[src/rtl/mem_bus_bridge_pkg.sv]
// Shared types and constants for the CPU-to-memory bus bridge.
// State encoding and word-size defaults live here.
package mem_bus_bridge_pkg;

  localparam int WORD_WIDTH = 32;

  typedef enum logic [2:0] {
    BR_IDLE   = 3'd0,
    BR_D_REQ  = 3'd1,
    BR_D_WAIT = 3'd2,
    BR_I_REQ  = 3'd3,
    BR_I_WAIT = 3'd4
  } brState_t;

  function automatic logic isReqState(brState_t s);
    return (s == BR_D_REQ) || (s == BR_I_REQ);
  endfunction

  function automatic logic isDataState(brState_t s);
    return (s == BR_D_REQ) || (s == BR_D_WAIT);
  endfunction

endpackage

[src/rtl/mem_bus_bridge_hold.sv]
// Width-parameterised holding register with synchronous load.
// Cleared by the asynchronous reset, otherwise holds indefinitely.
module bus_req_hold #(
  parameter int W = 32
) (
  input  logic         clk,
  input  logic         rst_n,
  input  logic         load,
  input  logic [W-1:0] d,
  output logic [W-1:0] q
);

  // capture d on load, hold otherwise
  always_ff @(posedge clk or negedge rst_n) begin
    if (!rst_n) begin
      q <= '0;
    end else if (load) begin
      q <= d;
    end
  end

endmodule

[src/rtl/mem_bus_bridge.sv]
// Serialises one data access and one fetch per CPU cycle onto
// a single request/grant/response bus, data first.
module mem_bus_bridge
  import mem_bus_bridge_pkg::*;
#(
  parameter int ADDR_W = 32,
  parameter int DATA_W = WORD_WIDTH
) (
  input  logic                clk,
  input  logic                resetn,
  input  logic                inst_en,
  input  logic [ADDR_W-1:0]   inst_addr,
  output logic [DATA_W-1:0]   inst_rdata,
  output logic                inst_rvalid,
  input  logic                data_en,
  input  logic [DATA_W/8-1:0] data_wen,
  input  logic [ADDR_W-1:0]   data_addr,
  input  logic [DATA_W-1:0]   data_wdata,
  output logic [DATA_W-1:0]   data_rdata,
  output logic                data_rvalid,
  output logic                cpu_stall,
  output logic                bus_req,
  output logic                bus_we,
  output logic [DATA_W/8-1:0] bus_wstrb,
  output logic [ADDR_W-1:0]   bus_addr,
  output logic [DATA_W-1:0]   bus_wdata,
  input  logic                bus_gnt,
  input  logic                bus_rvalid,
  input  logic [DATA_W-1:0]   bus_rdata
);

  localparam int STRB_W = DATA_W / 8;
  localparam int DHOLD_W = ADDR_W + STRB_W + DATA_W;

  brState_t state;
  logic instPend;
  logic dataPend;
  logic instRvalid;
  logic dataRvalid;

  logic capture;
  logic instLoad;
  logic dataLoad;
  logic instRdLoad;
  logic dataRdLoad;

  logic [ADDR_W-1:0]  iAddr;
  logic [DHOLD_W-1:0] dataHold;
  logic [ADDR_W-1:0]  dAddr;
  logic [STRB_W-1:0]  dWen;
  logic [DATA_W-1:0]  dWdata;
  logic               dIsWrite;

  assign cpu_stall = instPend | dataPend;
  assign capture = (state == BR_IDLE) && !cpu_stall
                   && (inst_en || data_en);
  assign instLoad = capture && inst_en;
  assign dataLoad = capture && data_en;

  assign {dAddr, dWen, dWdata} = dataHold;
  assign dIsWrite = |dWen;

  assign instRdLoad = (state == BR_I_WAIT) && bus_rvalid;
  assign dataRdLoad = (state == BR_D_WAIT) && bus_rvalid
                      && !dIsWrite;

  bus_req_hold #(.W(ADDR_W)) uInstHold (
    .clk   (clk),
    .rst_n (resetn),
    .load  (instLoad),
    .d     (inst_addr),
    .q     (iAddr)
  );

  bus_req_hold #(.W(DHOLD_W)) uDataHold (
    .clk   (clk),
    .rst_n (resetn),
    .load  (dataLoad),
    .d     ({data_addr, data_wen, data_wdata}),
    .q     (dataHold)
  );

  bus_req_hold #(.W(DATA_W)) uInstRdata (
    .clk   (clk),
    .rst_n (resetn),
    .load  (instRdLoad),
    .d     (bus_rdata),
    .q     (inst_rdata)
  );

  bus_req_hold #(.W(DATA_W)) uDataRdata (
    .clk   (clk),
    .rst_n (resetn),
    .load  (dataRdLoad),
    .d     (bus_rdata),
    .q     (data_rdata)
  );

  // sequencer: one outstanding transaction, data before fetch
  always_ff @(posedge clk or negedge resetn) begin
    if (!resetn) begin
      state      <= BR_IDLE;
      instPend   <= 1'b0;
      dataPend   <= 1'b0;
      instRvalid <= 1'b0;
      dataRvalid <= 1'b0;
    end else begin
      instRvalid <= 1'b0;
      dataRvalid <= 1'b0;
      unique case (state)
        BR_IDLE: begin
          if (capture) begin
            instPend <= inst_en;
            dataPend <= data_en;
            state    <= data_en ? BR_D_REQ : BR_I_REQ;
          end
        end
        BR_D_REQ: begin
          if (bus_gnt) state <= BR_D_WAIT;
        end
        BR_D_WAIT: begin
          if (bus_rvalid) begin
            dataPend   <= 1'b0;
            dataRvalid <= 1'b1;
            state      <= instPend ? BR_I_REQ : BR_IDLE;
          end
        end
        BR_I_REQ: begin
          if (bus_gnt) state <= BR_I_WAIT;
        end
        BR_I_WAIT: begin
          if (bus_rvalid) begin
            instPend   <= 1'b0;
            instRvalid <= 1'b1;
            state      <= BR_IDLE;
          end
        end
        default: state <= BR_IDLE;
      endcase
    end
  end

  assign inst_rvalid = instRvalid;
  assign data_rvalid = dataRvalid;

  // bus fields come from whichever holding register owns the bus
  always_comb begin
    bus_req   = isReqState(state);
    bus_addr  = iAddr;
    bus_we    = 1'b0;
    bus_wstrb = '0;
    bus_wdata = '0;
    if (isDataState(state)) begin
      bus_addr  = dAddr;
      bus_we    = dIsWrite;
      bus_wstrb = dWen;
      bus_wdata = dWdata;
    end
  end

endmodule

[config.mk]
export PLATFORM = sky130hd
export DESIGN_NAME = mem_bus_bridge
export DESIGN_NICKNAME = d
export VERILOG_FILES = /design/src/rtl/mem_bus_bridge_pkg.sv /design/src/rtl/mem_bus_bridge_hold.sv /design/src/rtl/mem_bus_bridge.sv
export SDC_FILE = /design/constraint.sdc
export NUM_CORES = 1
export LEC_CHECK = 0
export CORE_ASPECT_RATIO = 0.9
export CORE_MARGIN = 2
export CORE_UTILIZATION = 44
export DETAILED_ROUTE_END_ITERATION = 6
export PLACE_DENSITY_LB_ADDON = 0.12
export SYNTH_ARGS = -nofsm -noshare
export SYNTH_HDL_FRONTEND = slang
export SYNTH_SLANG_ARGS = --single-unit
[constraint.sdc]
create_clock -name clk -period 2.26 [get_ports clk]
set_input_delay 0.565 -clock clk [delete_from_list [all_inputs] [get_ports clk]]
set_output_delay 0.565 -clock clk [all_outputs]
set_load 0.05 [all_outputs]
==> results of run 1 <==
==> repair_timing <==
action,CTS,global route
pin swaps,4,3
gates cloned,6,2
setup endpoints to repair,68,69
buffers inserted,8,2
gates resized for setup,89,32
==> power by group <==
part | total (uW) | switching [uW] | leakage, uW | internal [uW]
Clock | 3040 | 1270 | 0.000305 | 1760
Sequential | 4660 | 574 | 0.00225 | 4090
Combinational | 9500 | 5130 | 0.00302 | 4380
Total | 17200 | 6970 | 0.00558 | 10200
==> cell type report <==
class	count	area [um^2]	area share
clock inverters	15	186.4	0.01579
repair buffers	307	3744	0.3171
inverters	2	7.507	0.0006359
multi-input cells	263	2905	0.2461
well taps	207	259.0	0.02194
flip-flops and latches	171	4279	0.3624
clock buffers	17	425.4	0.03603
==> routing by layer <==
| layer | wire length (um) | up-vias |
|---|---|---|
| met5 | 0 | - |
| met4 | 343 | 0 |
| met3 | 1315 | 26 |
| met2 | 9811 | 178 |
| met1 | 7848 | 2482 |
| li1 | - | 2244 |
==> worst max path at each step <==
| stage | start | end | slack (ns) | cells past startpoint |
|---|---|---|---|---|
| CTS | state[0]$_DFFE_PN0P_ | bus_addr[7] | -0.27 | 6 |
| floorplan | state[0]$_DFFE_PN0P_ | bus_wdata[14] | 0.1 | 6 |
| global placement | data_en | uDataHold.q[41]$_DFFE_PN0P_ | 0.19 | 4 |
| finish | state[1]$_DFFE_PN0P_ | bus_addr[15] | -0.27 | 6 |
| detailed placement | data_en | uDataHold.q[41]$_DFFE_PN0P_ | 0.12 | 4 |
| global route | state[1]$_DFFE_PN0P_ | bus_addr[15] | -0.32 | 6 |
==> cells in the mapped netlist <==
cell type	instances
mux2_2	176
dfrtp_1	171
and2_1	36
buf_2	19
mux2_4	19
clkbuf_1	4
a31oi_1	3
buf_6	3
nor2_1	3
a21oi_1	2
and3_1	2
inv_1	2
nand2_1	2
nor4_1	2
o21ai_0	2
o21bai_1	2
a21o_1	1
a221oi_1	1
a311oi_1	1
buf_4	1
mux2_1	1
nand2b_1	1
nand3_1	1
nand3b_1	1
nand3b_2	1
nand4_1	1
nand4b_1	1
nor2b_1	1
nor3_1	1
nor4_4	1
xnor2_1	1
==> flip-flops by register name, indices dropped and copies added, names as in the netlist <==
| name | count |
|---|---|
| uInstHold.q | 32 |
| inst_rvalid | 1 |
| data_rvalid | 1 |
| instPend | 1 |
| state | 3 |
| uDataRdata.q | 32 |
| dataPend | 1 |
| uDataHold.q | 68 |
| uInstRdata.q | 32 |
==> worst reg2reg max path: cells and delay by family (launching register included) <==
| kind | cells | cell delay (ns) |
|---|---|---|
| buf+inv | 3 | 0.57 |
| flops | 1 | 0.42 |
| mux | 1 | 0.33 |
| simple gates | 2 | 0.69 |
==> kinds of logic after synthesis <==
family | count (synthesis) | share of synthesized area
AND/OR/NAND/NOR | 54 | 0.04847
XOR/XNOR | 1 | 0.001225
multiplexers | 196 | 0.3186
buffers and inverters | 29 | 0.02222
flip-flops | 171 | 0.5984
AO/OA/AOI/OAI | 12 | 0.01102
==> metrics by stage <==
stage               utilization  std cells  total power (uW)  setup slack, ns  hold slack, ns
floorplan                     -        463              9575          0.09586          0.2694
global placement         0.6592        934             12260           0.1862          0.4711
detailed placement       0.6592        934             12450           0.1242          0.4846
CTS                      0.7264        979             16900          -0.2750         0.08575
global route             0.7370        982             17870          -0.3233         0.09782
finish                   0.7370        982             17200          -0.2692         0.07530
==> summary.md, run 1 <==
| Metric | Value |
|---|---|
| Status | `finished with violations` |
| Failing checks | `negative setup slack` |
| Die Wd | `138.4 um` |
| RePlAce Congestion | `0.7994` |
| Reg2reg path depth | `6` |
| Yosys warnings | `0` |
| Post-Route WL | `19.32 mm` |
| Layout cells sized above 1 | `0.4826` |
| Largest cells by area after synthesis | `dfrtp_1 60%, mux2_2 28%, mux2_4 4.0%` |
| Drt first pass iters | `4` |
| Clk slew on worst S/H paths | `0.07 ns` |
| Post-synthesis sequential area ratio | `0.5984` |
| Yosys top cell area share | `0.5984` |
| Final min period | `2.529 ns` |
| Cell taking the most area after synthesis | `dfrtp_1` |
| MaxCap Viol Count | `0` |
| DP Area | `10,560 um^2` |
| DR vias/cell | `5.020` |
| Site Rows | `44` |
| Critical Path RT | `1.69 ns` |
| CTS HTree Levels | `4` |
| CTS tree | `done` |
| Maximum clock insertion buffer count | `2` |
| Setup violators final | `68` |
| Hold Crit Class | `in2async` |
| Cells after Synth | `463` |
| Vias | `4,930` |
| Final instance area | `11,810 um^2` |
| Ports | `275` |
| Worst Max-Slew Pin Slew | `0.5609 ns` |
| Buf/Inv on CP | `3` |
| Total negative slack | `-14.31 ns` |
| Grt ovf | `0` |
| Register bit total from synthesis | `171` |
| Clk_lat worst skew | `0.43 ns` |
| CORE AREA | `16,020 um^2` |
| Grt peak-use layer | `met2` |
| Met2 Use GR | `0.3902` |
| LEAKAGE | `0.005575 uW` |
| Fin. Hold Viols | `0` |
| Unrepaired setup endpoints after global routing | `true` |
| Root Driver | `clkbuf_16` |
| Fillers | `1,018` |
| GR Layer Usage met3 | `0.06894` |
| Number of global-route vias before repair | `5,534` |
| Clk sinks | `171` |
| GRT met1 Usage | `0.2716` |
| Setup ws final | `-0.2692 ns` |
| Avg WL per Cell | `19.67 um` |
| Routed Antenna Nets | `0` |
| Starting Density | `0.4463` |
| Commonest cells after routing, fill and taps aside | `202 x clkdlybuf4s50_1, 171 x dfrtp_1, 158 x mux2_2` |
| DIE AREA | `17,290 um^2` |
| Critical Path Max Stage Delay | `0.42 ns` |
| ANT cells | `0` |
| Global-route wire length before repair | `30.24 mm` |
| Net count after synthesis | `601` |
| Critical-path cell list | `xnor2_2 > nor2_4 > buf_6 > clkbuf_16 > mux2_4 > buf_8` |
| Final clock skew | `0.01228 ns` |
| Syn Area/Cell | `15.44 um^2` |
| Crit path capture type | `output port` |
| Crit-path leading delay family | `buffers and inverters` |
| Critical path launch point type | `flip-flop` |
| Setup CP Type | `reg2out` |
| Die height | `124.9 um` |
| Final period util | `1.119` |
| Port Buffer Count | `274` |
| Final HPWL DP | `12.93 mm` |
| Reg2reg end | `uDataHold.q[41]$_DFFE_PN0P_` |
| Reg-to-reg setup timing slack | `0.16 ns` |
| Number of DRC violations after detailed routing | `0` |
| Cell Area, Synth | `7151 um^2` |
| Fmax | `395.4 MHz` |
| Hold Buf Count CTS | `0` |
| Most common cell after layout, fill and taps aside | `clkdlybuf4s50_1` |
| Slew Limit Fails | `0` |
| Area Overhead vs Synth | `65.11%` |
| Reg2reg start | `state[1]$_DFFE_PN0P_` |
| Cts bufs inserted | `17` |
| Initial antenna violation count | `0` |
| VDD IR max | `950.4 uV` |
| Power density over cell area | `1457 nW/um^2` |
| Worst Path Arrival | `1.96 ns` |
| Largest net degree at the start of global routing | `54` |
| Unique masters post-synth | `31` |
| GRT Total Usage | `0.2254` |
| Initial DRC Count | `227` |
| Nets | `900` |
| CP max-delay cell | `dfrtp_1` |
| Slew Limit Headroom | `0.6249` |
| Crit-path max FO | `5` |
Power figures use the tool's default switching activity.
==> run 2: changes to the inputs <==
CAP_MARGIN = 20   (was unset)
GPL_TIMING_DRIVEN = 0   (was unset)
SLEW_MARGIN = 20   (was unset)
==> summary.md, run 2 (synthesis gave the netlist of run 1 again) <==
| Metric | Value |
|---|---|
| Site Rows | `44 (unchanged)` |
| CP max-delay cell | `dfrtp_2` |
| ANT cells | `0 (unchanged)` |
| Starting Density | `0.4463 (unchanged)` |
| Crit path capture type | `output port` |
| Crit-path leading delay family | `buffers and inverters` |
| Critical Path Max Stage Delay | `0.44 ns (+0.02 ns)` |
| Avg WL per Cell | `18.85 um (-4.2%)` |
| Final HPWL DP | `12.89 mm (-0.31%)` |
| Crit-path most repeated cell | `buf_8` |
| Fmax | `389.5 MHz (-1.5%)` |
| Hold Slack | `0.1047 ns (+0.02944 ns)` |
| MaxCap Viol Count | `0 (unchanged)` |
| Final instance area | `11,400 um^2 (-3.4%)` |
| Root Driver | `clkbuf_16` |
| Nets | `905 (+0.56%)` |
| Cts bufs inserted | `17 (unchanged)` |
| Vias | `4,928 (-0.041%)` |
| Initial antenna violation count | `0 (unchanged)` |
| Number of global-route vias before repair | `5,417 (-2.1%)` |
| Setup CP Type | `reg2out` |
| CTS HTree Levels | `4 (unchanged)` |
| Setup violators final | `68 (unchanged)` |
| Final period util | `1.136 (+0.01697)` |
| Maximum clock insertion buffer count | `2 (unchanged)` |
| Worst Max-Slew Pin Slew | `0.6555 ns (+0.09453 ns)` |
| Storage element area | `4282 um^2 (about the same)` |
| Number of DRC violations after detailed routing | `0 (unchanged)` |
| Clk sinks | `171 (unchanged)` |
| Critical path launch point type | `flip-flop` |
| Drt first pass iters | `4 (unchanged)` |
| Buf/Inv on CP | `4 (+1)` |
| Failing checks | `negative setup slack` |
| Multi-input logic area | `2884 um^2 (-0.73%)` |
| Unrepaired setup endpoints after global routing | `true` |
| Grt ovf | `0 (unchanged)` |
| Ports | `275 (unchanged)` |
| Clk slew on worst S/H paths | `0.06 ns (about the same)` |
| CTS tree | `done` |
| GRT Total Usage | `0.2217 (-0.003697)` |
| Power density over cell area | `1443 nW/um^2 (-0.95%)` |
| Area Overhead vs Synth | `59.49%` |
| Layout Utilization | `0.7119 (-0.02507)` |
| Global-route wire length before repair | `29.66 mm (-1.9%)` |
| Status | `finished with violations` |
| Hold Crit Class | `in2async` |
| VDD IR max | `1004 uV (+5.6%)` |
| Final min period | `2.568 ns (+0.03835 ns)` |
| Fin. Hold Viols | `0 (unchanged)` |
| Worst Path Arrival | `2.00 ns (+0.04 ns)` |
| Max FFs per register | `68 (unchanged)` |
| DP Area | `10,210 um^2 (-3.3%)` |
| Commonest cells after routing, fill and taps aside | `202 x clkdlybuf4s50_1, 169 x dfrtp_1, 156 x mux2_2` |
| Place WS | `-1.086 ns (-1.211 ns)` |
| Critical Path RT | `1.69 ns (about the same)` |
| Die Wd | `138.4 um (unchanged)` |
| Power, Total | `16,460 uW (-4.3%)` |
| Final clock skew | `0.006461 ns (-0.005818 ns)` |
| Most flop-heavy register | `uDataHold.q` |
| Fillers | `1,053 (+3.4%)` |
| Slew Limit Fails | `0 (unchanged)` |
| CORE AREA | `16,020 um^2 (unchanged)` |
| Critical-path cell list | `xnor2_4 > nor2_2 > buf_6 > buf_12 > buf_8 > mux2_4 > buf_8` |
| RePlAce Congestion | `0.7466 (-6.6%)` |
| Crit-path max FO | `6 (+1)` |
| DR vias/cell | `4.998 (-0.45%)` |
| Post-Route WL | `18.58 mm (-3.8%)` |
| DIE AREA | `17,290 um^2 (unchanged)` |
| Slew Limit Headroom | `0.5630 (-0.06185)` |
| Layout cells sized above 1 | `0.4852 (+0.002657)` |
| Die height | `124.9 um (unchanged)` |
| Initial DRC Count | `108 (-52%)` |
| Most common cell after layout, fill and taps aside | `clkdlybuf4s50_1` |
| Setup ws final | `-0.3075 ns (-0.03835 ns)` |
| Routed Antenna Nets | `0 (unchanged)` |
| LEAKAGE | `0.005420 uW (-2.8%)` |
| Port Buffer Count | `274 (unchanged)` |
| Clk_lat worst skew | `0.43 ns (about the same)` |
| Largest net degree at the start of global routing | `90 (+67%)` |
## run 2: cell count changes in the layout (fill, tap and decap cells not counted), sizes merged
cell,previous run,this run
clkdlybuf4s15,0,1
buf,103,107
clkinvlp,0,3
clkbuf,19,20
inv,8,5
clkinv,6,4
## run 2: where the power goes
group | total [uW] | internal, uW | switching (uW) | leakage, uW
clock network | 3010 | 1770 | 1240 | 0.000289
registers | 4650 | 4090 | 556 | 0.00225
logic | 8800 | 3910 | 4890 | 0.00288
## run 2: path summary, 6_finish.rpt
path / startpoint / to / slack [ns] / depth (start not counted)
max in group asynchronous: resetn / uDataHold.q[36]$_DFFE_PN0P_ / 1.26 / 2
min: resetn / uDataHold.q[53]$_DFFE_PN0P_ / 0.10 / 1
min in group clk: uDataHold.q[41]$_DFFE_PN0P_ / uDataHold.q[41]$_DFFE_PN0P_ / 0.50 / 1
max: state[1]$_DFFE_PN0P_ / bus_addr[24] / -0.31 / 7
max reg2reg: state[1]$_DFFE_PN0P_ / uInstRdata.q[16]$_DFFE_PN0P_ / 0.24 / 6
min reg2reg: uDataHold.q[41]$_DFFE_PN0P_ / uDataHold.q[41]$_DFFE_PN0P_ / 0.50 / 1
## run 2: final cells by class
cell class,count,share of cell area
clock buffers,18,0.03851
well taps,207,0.02271
repair buffers,287,0.2765
inverters,2,0.0006583
plain buffers,25,0.01876
multi-input cells,263,0.2529
clock inverters,13,0.01459
flip-flops and latches,171,0.3754
## run 2: through the flow
stage                     std cells  setup TNS [ns]
after floorplan                 463               0
after global placement          944        -1096.74
after detailed placement        945          -61.44
after CTS                       987          -21.14
after global routing            986          -19.83
final                           986          -14.48
## run 2: timing repair
item	4_1_cts	5_1_grt
setup buffers	8	3
endpoints found under the setup margin	71	70
gates cloned	3	0
pin swaps	12	3
gates resized for setup	588	21
hold buffers	0	0
## run 2: worst reg2reg max path: stages (launching register included)
cell and delay, ns:
dfrtp_2 0.44, buf_4 0.19, nor2_1 0.24, and3_1 0.18, buf_2 0.18, buf_2 0.29
mux2_2 0.39
## run 2: per-layer routing
layer	global-route usage	part of all wire	wire [um]	vias up
li1	-	-	-	2244
met1	0.2634	0.40	7358	2471
met2	0.3748	0.50	9325	180
met3	0.07660	0.077	1423	33
met4	0.08343	0.026	476	0
met5	0	0	0	-
==> run 3: changes to the inputs <==
clock period = 2.8 ns   (was 2.26 ns; I/O delays follow)
==> summary.md, run 3 (synthesis gave the netlist of run 1 again) <==
| Metric | Value |
|---|---|
| Status | `finished with violations` |
| Failing checks | `negative setup slack` |
| Die Wd | `138.4 um (unchanged)` |
| Clk_lat worst skew | `0.43 ns (about the same)` |
| Unrepaired setup endpoints after global routing | `true` |
| Avg WL per Cell | `18.45 um (-2.1%)` |
| Slew Limit Fails | `0 (unchanged)` |
| Final period util | `1.012` |
| Grt ovf | `0 (unchanged)` |
| Routed Antenna Nets | `0 (unchanged)` |
| Final clock skew | `0.01114 ns (+0.004675 ns)` |
| Number of global-route vias before repair | `5,413 (-0.074%)` |
| Switching Share | `0.4171 (+0.01096)` |
| RePlAce Congestion | `0.7676 (+2.8%)` |
| Layout Utilization | `0.6838 (-0.02804)` |
| Most common cell after layout, fill and taps aside | `clkdlybuf4s50_1` |
| Root Driver | `clkbuf_16` |
| Fmax | `352.8 MHz` |
| Reg2reg start | `uDataHold.q[34]$_DFFE_PN0P_` |
| Final HPWL DP | `13.17 mm (+2.1%)` |
| Layout Cells excl Fill | `984 (-0.20%)` |
| Cts bufs inserted | `17 (unchanged)` |
| Setup ws final | `-0.03438 ns (+0.2731 ns)` |
| Clk pwr share | `0.170 (-0.013)` |
| Final min period | `2.834 ns` |
| Worst Max-Slew Pin Slew | `0.5907 ns (-0.06480 ns)` |
| Initial antenna violation count | `0 (unchanged)` |
| Fin. Hold Viols | `0 (unchanged)` |
| Global-route wire length before repair | `29.48 mm (-0.61%)` |
| CORE AREA | `16,020 um^2 (unchanged)` |
| Vias | `4,901 (-0.55%)` |
| LEAKAGE | `0.005279 uW (-2.6%)` |
| Psw | `5275 uW (-21%)` |
| Crit. Startpoint | `state[1]$_DFFE_PN0P_` |
| Critical path launch point type | `flip-flop` |
| DR vias/cell | `4.981 (-0.35%)` |
| Most flop-heavy register | `uDataHold.q` |
| Post-Route WL | `18.15 mm (-2.3%)` |
| Slew Limit Headroom | `0.6062 (+0.04320)` |
| Setup violators final | `10 (-85%)` |
| Initial DRC Count | `191 (+77%)` |
| Die height | `124.9 um (unchanged)` |
| ANT cells | `0 (unchanged)` |
| Reg-to-reg setup timing slack | `0.73 ns (+0.49 ns)` |
| Port Buffer Count | `274 (unchanged)` |
| Setup CP Type | `reg2out` |
| CTS HTree Levels | `4 (unchanged)` |
| Ports | `275 (unchanged)` |
| Largest net degree at the start of global routing | `98 (+8.9%)` |
| VDD IR max | `732.1 uV (-27%)` |
| Site Rows | `44 (unchanged)` |
| Comb pwr share | `0.534 (about the same)` |
| Power density over cell area | `1154 nW/um^2 (-20%)` |
| Area Overhead vs Synth | `53.21%` |
| Power, Total | `12,650 uW (-23%)` |
| Maximum clock insertion buffer count | `2 (unchanged)` |
| GRT Total Usage | `0.2185 (-0.003156)` |
| Layout cells sized above 1 | `0.4311 (-0.05409)` |
| Clk sinks | `171 (unchanged)` |
| MaxCap Viol Count | `0 (unchanged)` |
| Nets | `902 (-0.33%)` |
| DIE AREA | `17,290 um^2 (unchanged)` |
| Internal Power | `7371 uW (-25%)` |
| Clk slew on worst S/H paths | `0.07 ns (about the same)` |
| Number of DRC violations after detailed routing | `0 (unchanged)` |
| Crit path capture type | `output port` |
| Crit-path max FO | `5 (-1)` |
| Drt first pass iters | `5 (+1)` |
| Reg2reg end | `uDataRdata.q[30]$_DFFE_PN0P_` |
| Seq pwr share | `0.296 (+0.014)` |
| Commonest cells after routing, fill and taps aside | `203 x clkdlybuf4s50_1, 169 x dfrtp_1, 156 x mux2_2` |
| Worst Path Arrival | `2.13 ns (+0.13 ns)` |
| Critical Path RT | `2.10 ns (+0.41 ns)` |
| Reg2reg path depth | `4 (-2)` |
| Max FFs per register | `68 (unchanged)` |
| Starting Density | `0.4463 (unchanged)` |
| CTS tree | `done` |
| Hold Crit Class | `in2async` |
| Cells after DPL | `945 (unchanged)` |
[run 3: cell count changes in the layout (fill, tap and decap cells not counted), sizes merged]
cell,previous run,this run
buf,107,94
clkbuf,20,27
bufinv,3,0
clkinv,4,7
dlygate4sd2,0,2
clkdlybuf4s15,1,2
clkdlybuf4s50,202,203
[run 3: worst max path at each step]
stage,to,slack [ns],depth (start not counted)
floorplan,bus_we,0.37,3
global placement,uDataRdata.q[3]$_DFFE_PN0P_,-5.72,1
detailed placement,bus_wstrb[0],-0.66,7
CTS,bus_addr[15],-0.08,9
global route,bus_addr[10],-0.11,8
finish,bus_addr[10],-0.03,8
[run 3: what timing repair did]
action,CTS,global route
endpoints found under the setup margin,70,47
cloned,3,0
hold buffers,0,0
gates resized for setup,424,45
pin swaps,2,2
endpoints found under the hold margin,0,0
buffers inserted,8,1
[run 3: final cells by class]
type	instances	area [um^2]
inverter	2	7.507
sequential	171	4282
multi-input combinational	263	2814
clock buffer	19	442.9
timing repair buffer	286	2883
tap	207	259.0
buffer	23	172.7
clock inverter	13	95.09
fill	1136	5065
[run 3: routing by layer]
layer | vias to the layer above | routed length, um | track usage
li1 | 2243 | - | -
met1 | 2463 | 7288 | 0.2656
met4 | 0 | 285 | 0.06303
met5 | - | 0 | 0
met3 | 19 | 1502 | 0.09039
met2 | 176 | 9077 | 0.3605
[run 3: power by group through the flow]
| stage | sequential, uW | combinational [uW] | clock [uW] |
|---|---|---|---|
| 2_1_floorplan | 5270 | 2440 | 0 |
| 3_3_place_gp | 3700 | 5980 | 0 |
| 3_5_place_dp | 3750 | 6070 | 0 |
| 4_1_cts | 3720 | 6790 | 2200 |
| 5_1_grt | 3860 | 7060 | 2310 |
| 6_report | 3740 | 6750 | 2150 |
[run 3: per-stage QoR]
stage	cell area (um^2)	setup WS, ns	TNS [ns]	hold slack [ns]
final	10960	-0.03438	-0.2953	0.2281
after global routing	10960	-0.1056	-1.028	0.2660
after CTS	11000	-0.08216	-0.8176	0.2476
after detailed placement	10180	-0.6643	-30.31	0.4858
after global placement	10150	-5.719	-1007.92	0.4719
after floorplan	7151	0.3676	0	0.4044
[run 3: critical path: stages, from the launching register on]
cell     delay (ns)
dfrtp_2        0.45
xnor2_4        0.21
nor2_4         0.06
buf_6          0.14
buf_8          0.13
buf_12         0.13
buf_16         0.13
mux2_4         0.31
buf_8          0.15
